File: src/rtl/int_ctrl_if.sv
// -----------------------------------------------------------------------------
// int_ctrl_if
//   Register-window bus between the peripheral bridge and the interrupt
//   controller. The bridge is the master; int_ctrl is the slave.
//
//   Signals:
//     we     : register write strobe, one cycle per write
//     addr   : word index into the 4-word window (bridge address bits [3:2])
//     wdata  : write data
//     rdata  : read data, combinational from addr and controller state
// -----------------------------------------------------------------------------
interface int_ctrl_if;
  logic        we;
  logic [1:0]  addr;
  logic [31:0] wdata;
  logic [31:0] rdata;

  modport master (
    output we,
    output addr,
    output wdata,
    input  rdata
  );

  modport slave (
    input  we,
    input  addr,
    input  wdata,
    output rdata
  );
endinterface : int_ctrl_if

File: src/rtl/int_ctrl.sv
// -----------------------------------------------------------------------------
// int_ctrl
//   External-interrupt controller feeding the CP0 HWInt[5:0] input. Raw device
//   lines are (optionally) synchronized, turned into per-source edge or level
//   events, gated by a software mask and presented to the CPU as hw_int.
//
//   Register window (bus.addr):
//     0 PEND : pending bits; write-1 clears edge-mode bits, level bits ignore
//     1 MASK : enable of each source onto hw_int / VEC
//     2 MODE : 1 = edge mode, 0 = level mode
//     3 VEC  : read-only; [31] = any enabled pending, [2:0] = lowest index
//
//   Ports:
//     clk     : clock, all state on the rising edge
//     reset   : asynchronous, active-high reset
//     irq_src : raw device interrupt lines [N_SRC-1:0]
//     bus     : register window, slave side of int_ctrl_if
//     hw_int  : to CP0 HWInt, PEND & MASK
//
//   Parameters:
//     N_SRC   : number of sources, 1..6; unused bits are tied to 0
//
//   Build option:
//     INTC_SYNC_EN : define to put a two-flop synchronizer on every irq_src
//                    line (+2 cycles latency). Leave undefined only when
//                    irq_src is already synchronous to clk.
// -----------------------------------------------------------------------------
module int_ctrl #(
  parameter int N_SRC = 6
) (
  input  logic             clk,
  input  logic             reset,
  input  logic [N_SRC-1:0] irq_src,
  int_ctrl_if.slave        bus,
  output logic [5:0]       hw_int
);

  // Word index of each register in the window.
  typedef enum logic [1:0] {
    REG_PEND = 2'd0,
    REG_MASK = 2'd1,
    REG_MODE = 2'd2,
    REG_VEC  = 2'd3
  } reg_addr_e;

  // Bits belonging to implemented sources; everything above N_SRC stays 0.
  localparam logic [5:0] SRC_MASK = 6'((7'd1 << N_SRC) - 7'd1);

  logic [5:0] irq_ext;   // irq_src widened to the 6-bit HWInt space
  logic [5:0] s;         // synchronized source lines
  logic [5:0] prev_q;    // s delayed one cycle, for rise detection
  logic [5:0] rise;
  logic [5:0] pend_q, pend_d;
  logic [5:0] mask_q;
  logic [5:0] mode_q;
  logic [5:0] clr;       // write-1-clear request for PEND this cycle
  logic [5:0] active;    // PEND & MASK
  logic       vec_any;
  logic [2:0] vec_idx;
  logic       wr_pend, wr_mask, wr_mode;
  logic       unused_wdata;

  assign irq_ext = 6'(irq_src) & SRC_MASK;

  // ---------------------------------------------------------------------------
  // Input synchronization
  // ---------------------------------------------------------------------------
`ifdef INTC_SYNC_EN
  logic [5:0] sync_q1, sync_q2;

  // NOTE: sequential state is assigned with non-blocking (<=) so every flop
  // samples the pre-edge values; blocking here would collapse the two stages.
  always_ff @(posedge clk or posedge reset) begin
    if (reset) begin
      sync_q1 <= '0;
      sync_q2 <= '0;
    end else begin
      sync_q1 <= irq_ext;
      sync_q2 <= sync_q1;
    end
  end

  assign s = sync_q2;
`else
  // Source is already synchronous to clk: feed it straight to edge/level logic.
  assign s = irq_ext;
`endif

  // ---------------------------------------------------------------------------
  // Edge detection. prev_q resets to 0, so a line held high through reset
  // release is seen as exactly one rise once it reaches s.
  // ---------------------------------------------------------------------------
  always_ff @(posedge clk or posedge reset) begin
    if (reset) prev_q <= '0;
    else       prev_q <= s;
  end

  assign rise = s & ~prev_q;

  // ---------------------------------------------------------------------------
  // Register write decode
  // ---------------------------------------------------------------------------
  assign wr_pend = bus.we && (bus.addr == REG_PEND);
  assign wr_mask = bus.we && (bus.addr == REG_MASK);
  assign wr_mode = bus.we && (bus.addr == REG_MODE);

  assign clr = wr_pend ? bus.wdata[5:0] : 6'd0;

  // Only the low six data bits are meaningful to any register.
  assign unused_wdata = ^bus.wdata[31:6];

  // ---------------------------------------------------------------------------
  // Pending next-state. The mode used is the registered one, so a MODE write
  // changes behaviour from the following edge: edge->level drops the latched
  // bit and tracks s; level->edge keeps whatever PEND held.
  // ---------------------------------------------------------------------------
  // NOTE: pend_d gets a full default before the loop so no path leaves it
  // unassigned; otherwise always_comb would infer a latch.
  always_comb begin
    pend_d = '0;
    for (int i = 0; i < 6; i++) begin
      if (mode_q[i]) begin
        // A rise in the same cycle as a clear wins: the bit stays set.
        pend_d[i] = rise[i] | (pend_q[i] & ~clr[i]);
      end else begin
        pend_d[i] = s[i];
      end
    end
    pend_d = pend_d & SRC_MASK;
  end

  // NOTE: every control/status register is cleared by the asynchronous reset;
  // reset mid-operation must drop all pending state at once, not at an edge.
  always_ff @(posedge clk or posedge reset) begin
    if (reset) begin
      pend_q <= '0;
      mask_q <= '0;
      mode_q <= '0;
    end else begin
      pend_q <= pend_d;
      if (wr_mask) mask_q <= bus.wdata[5:0] & SRC_MASK;
      if (wr_mode) mode_q <= bus.wdata[5:0] & SRC_MASK;
    end
  end

  // ---------------------------------------------------------------------------
  // Outputs: masking, priority vector, read mux
  // ---------------------------------------------------------------------------
  assign active = pend_q & mask_q;
  assign hw_int = active;
  assign vec_any = |active;

  // Lowest set index has highest priority; scan downward so it is written last.
  always_comb begin
    vec_idx = 3'd0;
    for (int i = 5; i >= 0; i--) begin
      if (active[i]) vec_idx = 3'(i);
    end
  end

  always_comb begin
    bus.rdata = '0;
    case (bus.addr)
      REG_PEND: bus.rdata = {26'd0, pend_q};
      REG_MASK: bus.rdata = {26'd0, mask_q};
      REG_MODE: bus.rdata = {26'd0, mode_q};
      REG_VEC:  bus.rdata = {vec_any, 28'd0, vec_idx};
      default:  bus.rdata = '0;
    endcase
  end

endmodule : int_ctrl

File: src/flat_wrapper.sv
// flat-port wrapper written by rule: the top's interface ports become plain ports
module int_ctrl_flat 
#(
  parameter int N_SRC = 6
)
  (clk, reset, irq_src, hw_int, bus_we, bus_addr, bus_wdata, bus_rdata);
  int_ctrl_if bus_i ();
  input  logic clk;
  input  logic reset;
  input  logic [N_SRC-1:0] irq_src;
  output logic [5:0] hw_int;
  input wire logic [$bits(bus_i.we)-1:0] bus_we;
  input wire logic [$bits(bus_i.addr)-1:0] bus_addr;
  input wire logic [$bits(bus_i.wdata)-1:0] bus_wdata;
  output wire logic [$bits(bus_i.rdata)-1:0] bus_rdata;
  assign bus_i.we = bus_we;
  assign bus_i.addr = bus_addr;
  assign bus_i.wdata = bus_wdata;
  assign bus_rdata = bus_i.rdata;
  int_ctrl #(.N_SRC(N_SRC)) u_core (.clk(clk), .reset(reset), .irq_src(irq_src), .bus(bus_i), .hw_int(hw_int));
endmodule
File: config.mk
export PLATFORM = sky130hd
export DESIGN_NAME = int_ctrl_flat
export DESIGN_NICKNAME = d
export VERILOG_FILES = /design/src/rtl/int_ctrl_if.sv /design/src/rtl/int_ctrl.sv /design/src/flat_wrapper.sv
export SDC_FILE = /design/constraint.sdc
export NUM_CORES = 1
export LEC_CHECK = 0
export CAP_MARGIN = 40
export CORE_UTILIZATION = 35
export CTS_CLUSTER_SIZE = 40
export DETAILED_ROUTE_END_ITERATION = 8
export GPL_TIMING_DRIVEN = 0
export PLACE_DENSITY = 0.75
export SKIP_CTS_REPAIR_TIMING = 1
export SLEW_MARGIN = 5
export SYNTH_ARGS = -nofsm -noshare
export SYNTH_HDL_FRONTEND = slang
export SYNTH_SLANG_ARGS = --single-unit
File: constraint.sdc
create_clock -name clk -period 1.59 [get_ports clk]
set_clock_uncertainty 0.05 [all_clocks]
set_input_delay 0.318 -clock clk [delete_from_list [all_inputs] [get_ports clk]]
set_output_delay 0.318 -clock clk [all_outputs]
set_load 0.005 [all_outputs]
# ---- Word level (Yosys, flattened, before mapping)
# Index checks and enable logic that the tools add are counted.
dict set report totals {
  reg_bits 24
  inputBits 43
  output_inout_bits 38
  wordCells 47
}
dict set report op_classes {
  n_eq_ne 3
  muxes 14
  n_bitwise 21
  reduce_logical 5
}
# operator n
set ops {}
lappend ops {{$pmux 32 s4} 1}
lappend ops {{$mux 3} 6}
lappend ops {{$and 6x6->6} 2}
lappend ops {{$and 1x1->1} 6}
lappend ops {{$mux 1} 6}
lappend ops {{$mux 6} 1}
lappend ops {{$not 1->1} 6}
lappend ops {{$not 6->6} 1}
lappend ops {{$or 1x1->1} 6}
lappend ops {{$reduce_or 6->1} 1}
lappend ops {{$eq 2x2->1 const B} 2}
lappend ops {{$logic_and 1x1->1} 3}
lappend ops {{$eq 2x1->1 const B} 1}
lappend ops {{$logic_not 2->1} 1}

# ---- Longest topological paths before layout
# Gate-level depths: netlist of run 1.
dict set report depth {
  word_depth 8
  mapped_depth 5
  ltp_nobuf 5
}

# ---- Worst setup path after synthesis of run 1
# OpenSTA, ideal clock, no wires.
dict set report synth_path {
  kind {register -> output}
  from {register u_core.mask_q[0]}
  to {output bus_rdata[2]}
  arrival_ps 1075
  required_ps 1222
  setup_slack_ps 147
  path_stages_with_launch 5
  path_buffers 0
  path_cell_list {dfrtp_1 and2_1 nor2_1 nor4b_2 o32a_1}
}
dict set report synth_between {
  elab_chain_cells 3
}
# element line
set synth_rtl {}
lappend synth_rtl {{start, declared} int_ctrl.sv:54} ;# logic [5:0] mask_q;
lappend synth_rtl {{start signal, assigned} int_ctrl.sv:141} ;# if (wr_mask) mask_q <= bus.wdata[5:0] & SRC_MASK;
lappend synth_rtl {{$and 6x6->6} int_ctrl.sv:149} ;# assign active = pend_q & mask_q;
lappend synth_rtl {{named net hw_int[0]} flat_wrapper.sv:11} ;# output logic [5:0] hw_int;
lappend synth_rtl {{$mux 3} int_ctrl.sv:157} ;# if (active[i]) vec_idx = 3'(i);
lappend synth_rtl {{$pmux 32 s4} int_ctrl.sv:163} ;# case (bus.addr)
lappend synth_rtl {{end, declared} flat_wrapper.sv:15} ;# output wire logic [$bits(bus_i.rdata)-1:0] bus_rdata;
# The timed path passes the listed nets, and every way through them passes these cells. The select of a mux whose other input is x is not followed.

# ---- Final worst setup path of run 1
dict set report layout_path {
  from {register u_core.pend_q[3]}
  to {output bus_rdata[2]}
}
dict set report layout_between {
  elab_chain_cells 6
}
# element line
set layout_rtl {}
lappend layout_rtl {{start, declared} int_ctrl.sv:53} ;# logic [5:0] pend_q, pend_d;
lappend layout_rtl {{start signal, assigned} int_ctrl.sv:140} ;# pend_q <= pend_d;
lappend layout_rtl {{$and 6x6->6} int_ctrl.sv:149}
lappend layout_rtl {{$mux 3 (4 in a row)} int_ctrl.sv:157}
lappend layout_rtl {{$pmux 32 s4} int_ctrl.sv:163}
# Every way passes these cells. The select of a mux whose other input is x is not followed.

==> impl_metrics.toml, run 1 <==
[route]
drtAntennaViolNets = 0
vias = 1113
drt-total-wl_um = 2978
wl_per_cell_um = 11.77
drc = 0
drt_first_pass_iters = 4
drtIter0Drc = 29
drt-vias-per-instance = 4.399

[worst_setup_path]
critical_path_buf_inv_count = 1
required_ns = 1.22
worst_r2r_path_depth = 2
cp.arrival_ns = 1.48
cpPeakStageDelay_ns = 0.42
crit_fanout = 4
crit_family = "simple AND/OR/NAND/NOR gates"
start_kind = "flip-flop"
path_cells = "nand2_2, nand2_1, nor4b_4, o32a_1, clkbuf_2"
path_depth = 5
critPathKind = "flip-flop to output port"
slowest_stage = "dfrtp_1"
endpoint_kind = "output port"

[die]
core_area_um2 = 3716
rows = 22
initial_core_util = 0.3697
io_pins = 81
die_w_um = 64.65
die_area_um2 = 4180
die_h_um = 64.65

[synth]
syn_inst = 131
avgSynthCellArea_um2 = 10.49
yosys_warnings = 0
yosysTopAreaCellShare = 0.4372
synthTopCellsByArea = "dfrtp_1 (44%), buf_4 (15%), mux2_4 (6.6%)"
ys_ff_latch = 24
synth.distinct_cells = 26
synth.largest_area_cell = "dfrtp_1"
ys_seq_area_frac = 0.4372
syn-cell-area_um2 = 1374

[place]
dp_hpwl_um = 2025
placed_cell_area_um2 = 1832
place_congestion = 0.8241
placedCellCount = 232
portBuffers = 28

[cells_and_area]
final_nets = 249
multi_input_area_um2 = 686.9
most-common-layout-cells = "buf_4 (44), conb_1 (25), dfrtp_1 (24), nand2_1 (17), clkdlybuf4s50_1 (14)"
diodes = 0
layout_commonest_cell = "buf_4"
stdcell_area_um2 = 2082
nFillCells = 348
post_layout_nonfiller_instances = 253
drive_above_1_share = 0.4000
regArea_um2 = 600.6
area_growth_pct = 51.55

[global_routing]
grt_pass1_wl_um = 4464
grt_max_degree = 22
antenna_found_initial = 0
track_usage = 0.1409
grt_overflow = 0
grt_pass1_vias = 943

[clock_tree]
clock-sinks = 24
cts_max_path_buffers = 2
htreeDepth = 1
clkTransAtPathRegs_ns = 0.09
cts_tree = "done"
clock_latency_ns = 0.27
root_buffer = "clkbuf_8"
cts_buffers = 3

[sta]
fmax_ghz = 0.5424
period_needed_ns = 1.844
drv_slew = 0
setup_slack_ns = -0.2536
rsz0062_at_grt = "true"
report.final.hold_viol_count = 0
post-route-period-util = 1.160
setup_viol = 4
whs_ns = 0.1980

[power]
power_switching_uw = 547.6
p_int_uw = 1445
p_per_area_nw_per_um2 = 957.0
p_leak_uw = 0.001142
clkPwrFrac = 0.269
swShare = 0.2748
p_comb_frac = 0.336
seqPwrFrac = 0.395
ir_worst_vdd_uv = 693.8

[status]
status = "finished with violations"
failed_checks = "setup timing"

[worst_hold_path]
min_path_type = "input pin to asynchronous set/reset pin"

[job]
drv_cap = 0
## cells in the mapped netlist
cell type / n
nor2b_1: 2
nand2_4: 1
nand2b_1: 2
nor3b_4: 1
nand3_1: 1
mux2_2: 6
mux2_4: 6
conb_1: 1
nor2b_4: 1
mux2i_1: 3
nand2_1: 20
o21ai_0: 4
buf_4: 27
a41oi_1: 2
buf_2: 1
nand3b_1: 1
a221oi_1: 1
a32o_1: 6
nor2_1: 4
inv_1: 6
o32a_1: 1
nor3_1: 2
dfrtp_1: 24
a21oi_1: 4
nor4b_2: 1
and2_1: 3
## through the flow
step                      setup WS [ns]  power [uW]  TNS (ns)  utilization
after floorplan                  0.1469        1086         0            -
after global placement          -0.8698        1303    -8.232       0.4855
after detailed placement        -0.9103        1321    -8.640       0.4929
after CTS                       -0.9151        1850    -5.681       0.5121
after global routing            -0.3134        2086   -0.9195       0.5603
final                           -0.2536        1992   -0.7041       0.5603
## registers in the layout, indices dropped and copies added (netlist names)
register       cells
u_core.pend_q      6
u_core.mask_q      6
u_core.prev_q      6
u_core.mode_q      6
## cell families after synthesis
group / share of synthesized area
compound gates: 0.09928
buf+inv: 0.1676
flops: 0.4372
mux: 0.1366
other cells: 0.002730
simple gates: 0.1566
## power by group through the flow
stage	registers, uW	logic [uW]	clock network [uW]
2_1_floorplan	770	316	0
3_3_place_gp	792	511	0
3_5_place_dp	794	527	0
4_1_cts	783	531	536
5_1_grt	797	725	564
6_report	787	670	535
## final timing paths
check / start / to / slack [ns]
max in group asynchronous: reset / u_core.prev_q[5]$_DFF_PP0_ / 0.92
max: u_core.pend_q[3]$_DFF_PP0_ / bus_rdata[2] / -0.25
min reg2reg: u_core.prev_q[2]$_DFF_PP0_ / u_core.pend_q[2]$_DFF_PP0_ / 0.52
max reg2reg: u_core.mask_q[5]$_DFFE_PP0P_ / u_core.mask_q[5]$_DFFE_PP0P_ / 0.62
min: reset / u_core.mode_q[3]$_DFFE_PP0P_ / 0.20
min in group clk: irq_src[0] / u_core.prev_q[0]$_DFF_PP0_ / 0.46
## metal layers
layer,vias to the layer above,part of all wire,track usage
met5,-,0,0
met4,0,0.0050,0.05000
met3,2,0.056,0.02465
met2,53,0.49,0.2316
met1,516,0.45,0.1851
li1,542,-,-
## area by class of cell
cell class / count / area share
inverter: 6 / 0.01082
sequential: 24 / 0.2885
buffer: 28 / 0.09976
multi-input combinational: 97 / 0.3299
clock buffer: 3 / 0.01983
timing repair buffer: 46 / 0.2079
tap: 48 / 0.02885
clock inverter: 1 / 0.01442
Note: power is estimated with default switching activity, not from simulation.
==> run 2, diff against run 1 <==
--- a/config.mk
+++ b/config.mk
@@ -6,6 +6,7 @@
 export NUM_CORES = 1
 export LEC_CHECK = 0
 export CAP_MARGIN = 40
+export CORE_ASPECT_RATIO = 0.7
 export CORE_UTILIZATION = 35
 export CTS_CLUSTER_SIZE = 40
 export DETAILED_ROUTE_END_ITERATION = 8
==> impl_metrics.toml, run 2 (synthesis gave the netlist of run 1 again) <==
[sta]
report.final.hold_viol_count = 0
setup_viol = 5
fmax_ghz = 0.5507
post-route-period-util = 1.142
rsz0062_at_grt = "true"
setup_slack_ns = -0.2258
period_needed_ns = 1.816
drv_slew = 0

[clock_tree]
cts_buffers = 3
clock_latency_ns = 0.26
root_buffer = "clkbuf_8"
clkTransAtPathRegs_ns = 0.09
cts_tree = "done"
cts_max_path_buffers = 2
clock-sinks = 24
htreeDepth = 1

[die]
die_h_um = 54.42
die_area_um2 = 4183
initial_core_util = 0.3789
die_w_um = 76.88
core_area_um2 = 3626
rows = 18
io_pins = 81

[worst_setup_path]
start_kind = "flip-flop"
critPathKind = "flip-flop to output port"
critical_path_buf_inv_count = 1
cpPeakStageDelay_ns = 0.38
endpoint_kind = "output port"
path_cells = "and2_4, nor2_4, a221oi_1, a21oi_2, dlymetal6s2s_1"
crit_fanout = 3
crit_family = "compound AO/OA/AOI/OAI gates"
required_ns = 1.22
slowest_stage = "dfrtp_1"
cp.arrival_ns = 1.45

[job]
drv_cap = 0

[route]
vias = 1068
drtIter0Drc = 29
drt-vias-per-instance = 4.324
drt-total-wl_um = 3105
drc = 0
drt_first_pass_iters = 4
drtAntennaViolNets = 0
wl_per_cell_um = 12.57

[power]
p_leak_uw = 0.001099
p_per_area_nw_per_um2 = 968.3
total_power_uw = 1975
ir_worst_vdd_uv = 634.1

[cells_and_area]
layout_commonest_cell = "buf_4"
final_nets = 241
post_layout_nonfiller_instances = 247
drive_above_1_share = 0.3858
area_growth_pct = 48.45
finalCoreUtilization = 0.5625
diodes = 0
most-common-layout-cells = "buf_4 (36), conb_1 (25), dfrtp_1 (24), nand2_1 (16), clkdlybuf4s50_1 (15)"

[worst_hold_path]
min_path_type = "input pin to asynchronous set/reset pin"

[global_routing]
antenna_found_initial = 0
grt_overflow = 0
grt_max_degree = 23
grt_pass1_vias = 930
track_usage = 0.1430
grt_pass1_wl_um = 4498

[place]
dp_hpwl_um = 2131
portBuffers = 28
placedCellCount = 234
place_congestion = 0.7616

[status]
failed_checks = "setup timing"
status = "finished with violations"
-- run 2: worst paths after layout --
path                       cells after the start                           end                          from  slack [ns]
max in group asynchronous                      3    u_core.pend_q[3]$_DFF_PP0_                         reset        0.93
max reg2reg                                    2  u_core.mask_q[2]$_DFFE_PP0P_  u_core.mask_q[2]$_DFFE_PP0P_        0.64
max                                            5                  bus_rdata[0]    u_core.pend_q[0]$_DFF_PP0_       -0.23
min                                            2  u_core.mode_q[5]$_DFFE_PP0P_                         reset        0.20
min in group clk                               1    u_core.prev_q[1]$_DFF_PP0_                    irq_src[1]        0.46
min reg2reg                                    2    u_core.pend_q[3]$_DFF_PP0_    u_core.prev_q[3]$_DFF_PP0_        0.52
-- run 2: power by group --
part / internal (uW) / leakage [uW] / switching (uW) / total [uW]
sequential: 704 / 0.000281 / 77.0 / 781
clock: 337 / 0.0000357 / 204 / 540
combinational: 383 / 0.000782 / 270 / 653
-- run 2: final cells by class --
| class | instances | area, um2 |
|---|---|---|
| buffer | 28 | 207.7 |
| clock buffer | 3 | 41.29 |
| fill | 316 | 1587 |
| inverter | 6 | 22.52 |
| clock inverter | 1 | 30.03 |
| sequential | 24 | 600.6 |
| tap | 50 | 62.56 |
| timing repair buffer | 38 | 377.9 |
| multi-input combinational | 97 | 696.9 |
-- run 2: routing by layer --
| metal | vias to the layer above | global-route usage | routed length [um] |
|---|---|---|---|
| met1 | 499 | 0.1931 | 1397 |
| met4 | 0 | 0.01923 | 18 |
| met5 | - | 0 | 0 |
| met3 | 2 | 0.04167 | 184 |
| li1 | 530 | - | - |
| met2 | 37 | 0.2351 | 1505 |
-- run 2: per-stage QoR --
| step | hold WS (ns) | setup slack [ns] | TNS [ns] | cell area [um2] |
|---|---|---|---|---|
| after global placement | 0.4702 | -0.8647 | -7.998 | 1807 |
| after CTS | 0.2084 | -0.8580 | -5.573 | 1906 |
| after floorplan | 0.2826 | 0.1469 | 0 | 1464 |
| after detailed placement | 0.4697 | -0.8581 | -8.095 | 1834 |
| final | 0.2026 | -0.2258 | -0.7698 | 2039 |
| after global routing | 0.2154 | -0.3071 | -1.083 | 2039 |
==> run 3, diff against run 2 <==
--- a/config.mk
+++ b/config.mk
@@ -12,6 +12,7 @@
 export DETAILED_ROUTE_END_ITERATION = 8
 export GPL_TIMING_DRIVEN = 0
 export PLACE_DENSITY = 0.75
+export SETUP_SLACK_MARGIN = 0.15
 export SKIP_CTS_REPAIR_TIMING = 1
 export SLEW_MARGIN = 5
 export SYNTH_ARGS = -nofsm -noshare
==> constraint.sdc (replaced) <==
create_clock -name clk -period 2.1 [get_ports clk]
set_clock_uncertainty 0.05 [all_clocks]
set_input_delay 0.42 -clock clk [delete_from_list [all_inputs] [get_ports clk]]
set_output_delay 0.42 -clock clk [all_outputs]
set_load 0.005 [all_outputs]
==> impl_metrics.toml, run 3 (synthesis gave the netlist of run 1 again) <==
[status]
status = "finished clean"

[power]
p_comb_frac = 0.321
swShare = 0.2700
seqPwrFrac = 0.402
power_switching_uw = 396.9
p_per_area_nw_per_um2 = 730.7
clkPwrFrac = 0.276
p_int_uw = 1073
ir_worst_vdd_uv = 481.8
p_leak_uw = 0.001050
total_power_uw = 1470

[clock_tree]
clkTransAtPathRegs_ns = 0.09
htreeDepth = 1
cts_tree = "done"
cts_buffers = 3
cts_max_path_buffers = 2
clock-sinks = 24
root_buffer = "clkbuf_8"
clock_latency_ns = 0.26

[sta]
post-route-period-util = 0.9191
setup_viol = 0
rsz0062_at_grt = "true"
setup_slack_ns = 0.1699
setup_tns_ns = 0
period_needed_ns = 1.930
fmax_ghz = 0.5181
drv_slew = 0
report.final.hold_viol_count = 0

[global_routing]
grt_pass1_wl_um = 4498
grt_overflow = 0
top_usage_layer = "met2"
use_met2 = 0.2351
grt_pass1_vias = 930
met1_usage = 0.1931
grt_util_met3 = 0.04167
antenna_found_initial = 0
track_usage = 0.1430
grt_max_degree = 23

[worst_setup_path]
crit_fanout = 2
cp.arrival_ns = 1.46
critPathKind = "flip-flop to output port"
required_ns = 1.63
endpoint_kind = "output port"
start_kind = "flip-flop"

[cells_and_area]
drive_above_1_share = 0.3351
most-common-layout-cells = "buf_4 (33), conb_1 (25), dfrtp_1 (24), clkdlybuf4s50_1 (20), nand2_1 (19)"
post_layout_nonfiller_instances = 244
final_nets = 238
diodes = 0
finalCoreUtilization = 0.5549
area_growth_pct = 46.45
layout_commonest_cell = "buf_4"

[place]
dp_hpwl_um = 2131
portBuffers = 28
place_congestion = 0.7616
placedCellCount = 234
preCtsSetupSlack_ns = -0.5521

[worst_hold_path]
min_path_type = "input pin to asynchronous set/reset pin"

[die]
core_area_um2 = 3626
die_w_um = 76.88
rows = 18
io_pins = 81
die_h_um = 54.42
die_area_um2 = 4183
initial_core_util = 0.3789

[route]
drtAntennaViolNets = 0
drt_first_pass_iters = 4
drt-vias-per-instance = 4.344
vias = 1060
drt-total-wl_um = 2894
wl_per_cell_um = 11.86
drtIter0Drc = 17
drc = 0

[job]
drv_cap = 0
-- run 3: cell count changes in the layout (fill, tap and decap cells not counted), moves of 2 or more --
cell             before  now
nand2_2               4    1
buf_2                 3    1
nand2_1              16   19
clkdlybuf4s50_1      15   20
dlymetal6s2s_1        9    7
buf_4                36   33
-- run 3: metal layers --
| metal | routed length [um] | part of all wire |
|---|---|---|
| met5 | 0 | 0 |
| met4 | 0 | 0 |
| met3 | 174 | 0.060 |
| met2 | 1370 | 0.47 |
| met1 | 1349 | 0.47 |
-- run 3: final timing paths --
kind                                         startpoint                            to  slack, ns  depth (start not counted)
min in group clk           u_core.mask_q[2]$_DFFE_PP0P_  u_core.mask_q[2]$_DFFE_PP0P_       0.50                          1
max                        u_core.mask_q[5]$_DFFE_PP0P_                  bus_rdata[2]       0.17                          6
max in group asynchronous                         reset  u_core.mode_q[2]$_DFFE_PP0P_       1.34                          3
max reg2reg                u_core.mask_q[5]$_DFFE_PP0P_  u_core.mask_q[5]$_DFFE_PP0P_       1.16                          2
min reg2reg                u_core.mask_q[2]$_DFFE_PP0P_  u_core.mask_q[2]$_DFFE_PP0P_       0.50                          1
min                                               reset  u_core.mode_q[5]$_DFFE_PP0P_       0.30                          2
-- run 3: power by group through the flow --
stage	Clock [uW]	Sequential (uW)	Combinational [uW]
2_1_floorplan	0	583	239
3_3_place_gp	0	598	388
3_5_place_dp	0	598	402
4_1_cts	415	590	403
5_1_grt	433	600	515
6_report	406	591	472
-- run 3: per-stage QoR --
stage                     hold WS (ns)  cell area, um2
final                           0.3044            2012
after global routing            0.3174            2012
after CTS                       0.3104            1906
after detailed placement        0.4697            1834
after global placement          0.4702            1807
after floorplan                 0.3846            1464
-- run 3: critical path, cell delays in order, from the launching register on --
cell	delay (ns)
dfrtp_1	0.37
nand2_1	0.10
inv_1	0.12
nor2_4	0.06
nor4b_4	0.24
o32a_1	0.17
dlymetal6s2s_1	0.12
-- run 3: cell type report --
type	count	area, um2
Clock inverter	1	30.03
Timing Repair Buffer	35	365.4
Multi-Input combinational cell	97	681.9
Buffer	28	207.7
Tap cell	50	62.56
Sequential cell	24	600.6
Inverter	6	22.52
Clock buffer	3	41.29
Fill cell	316	1614
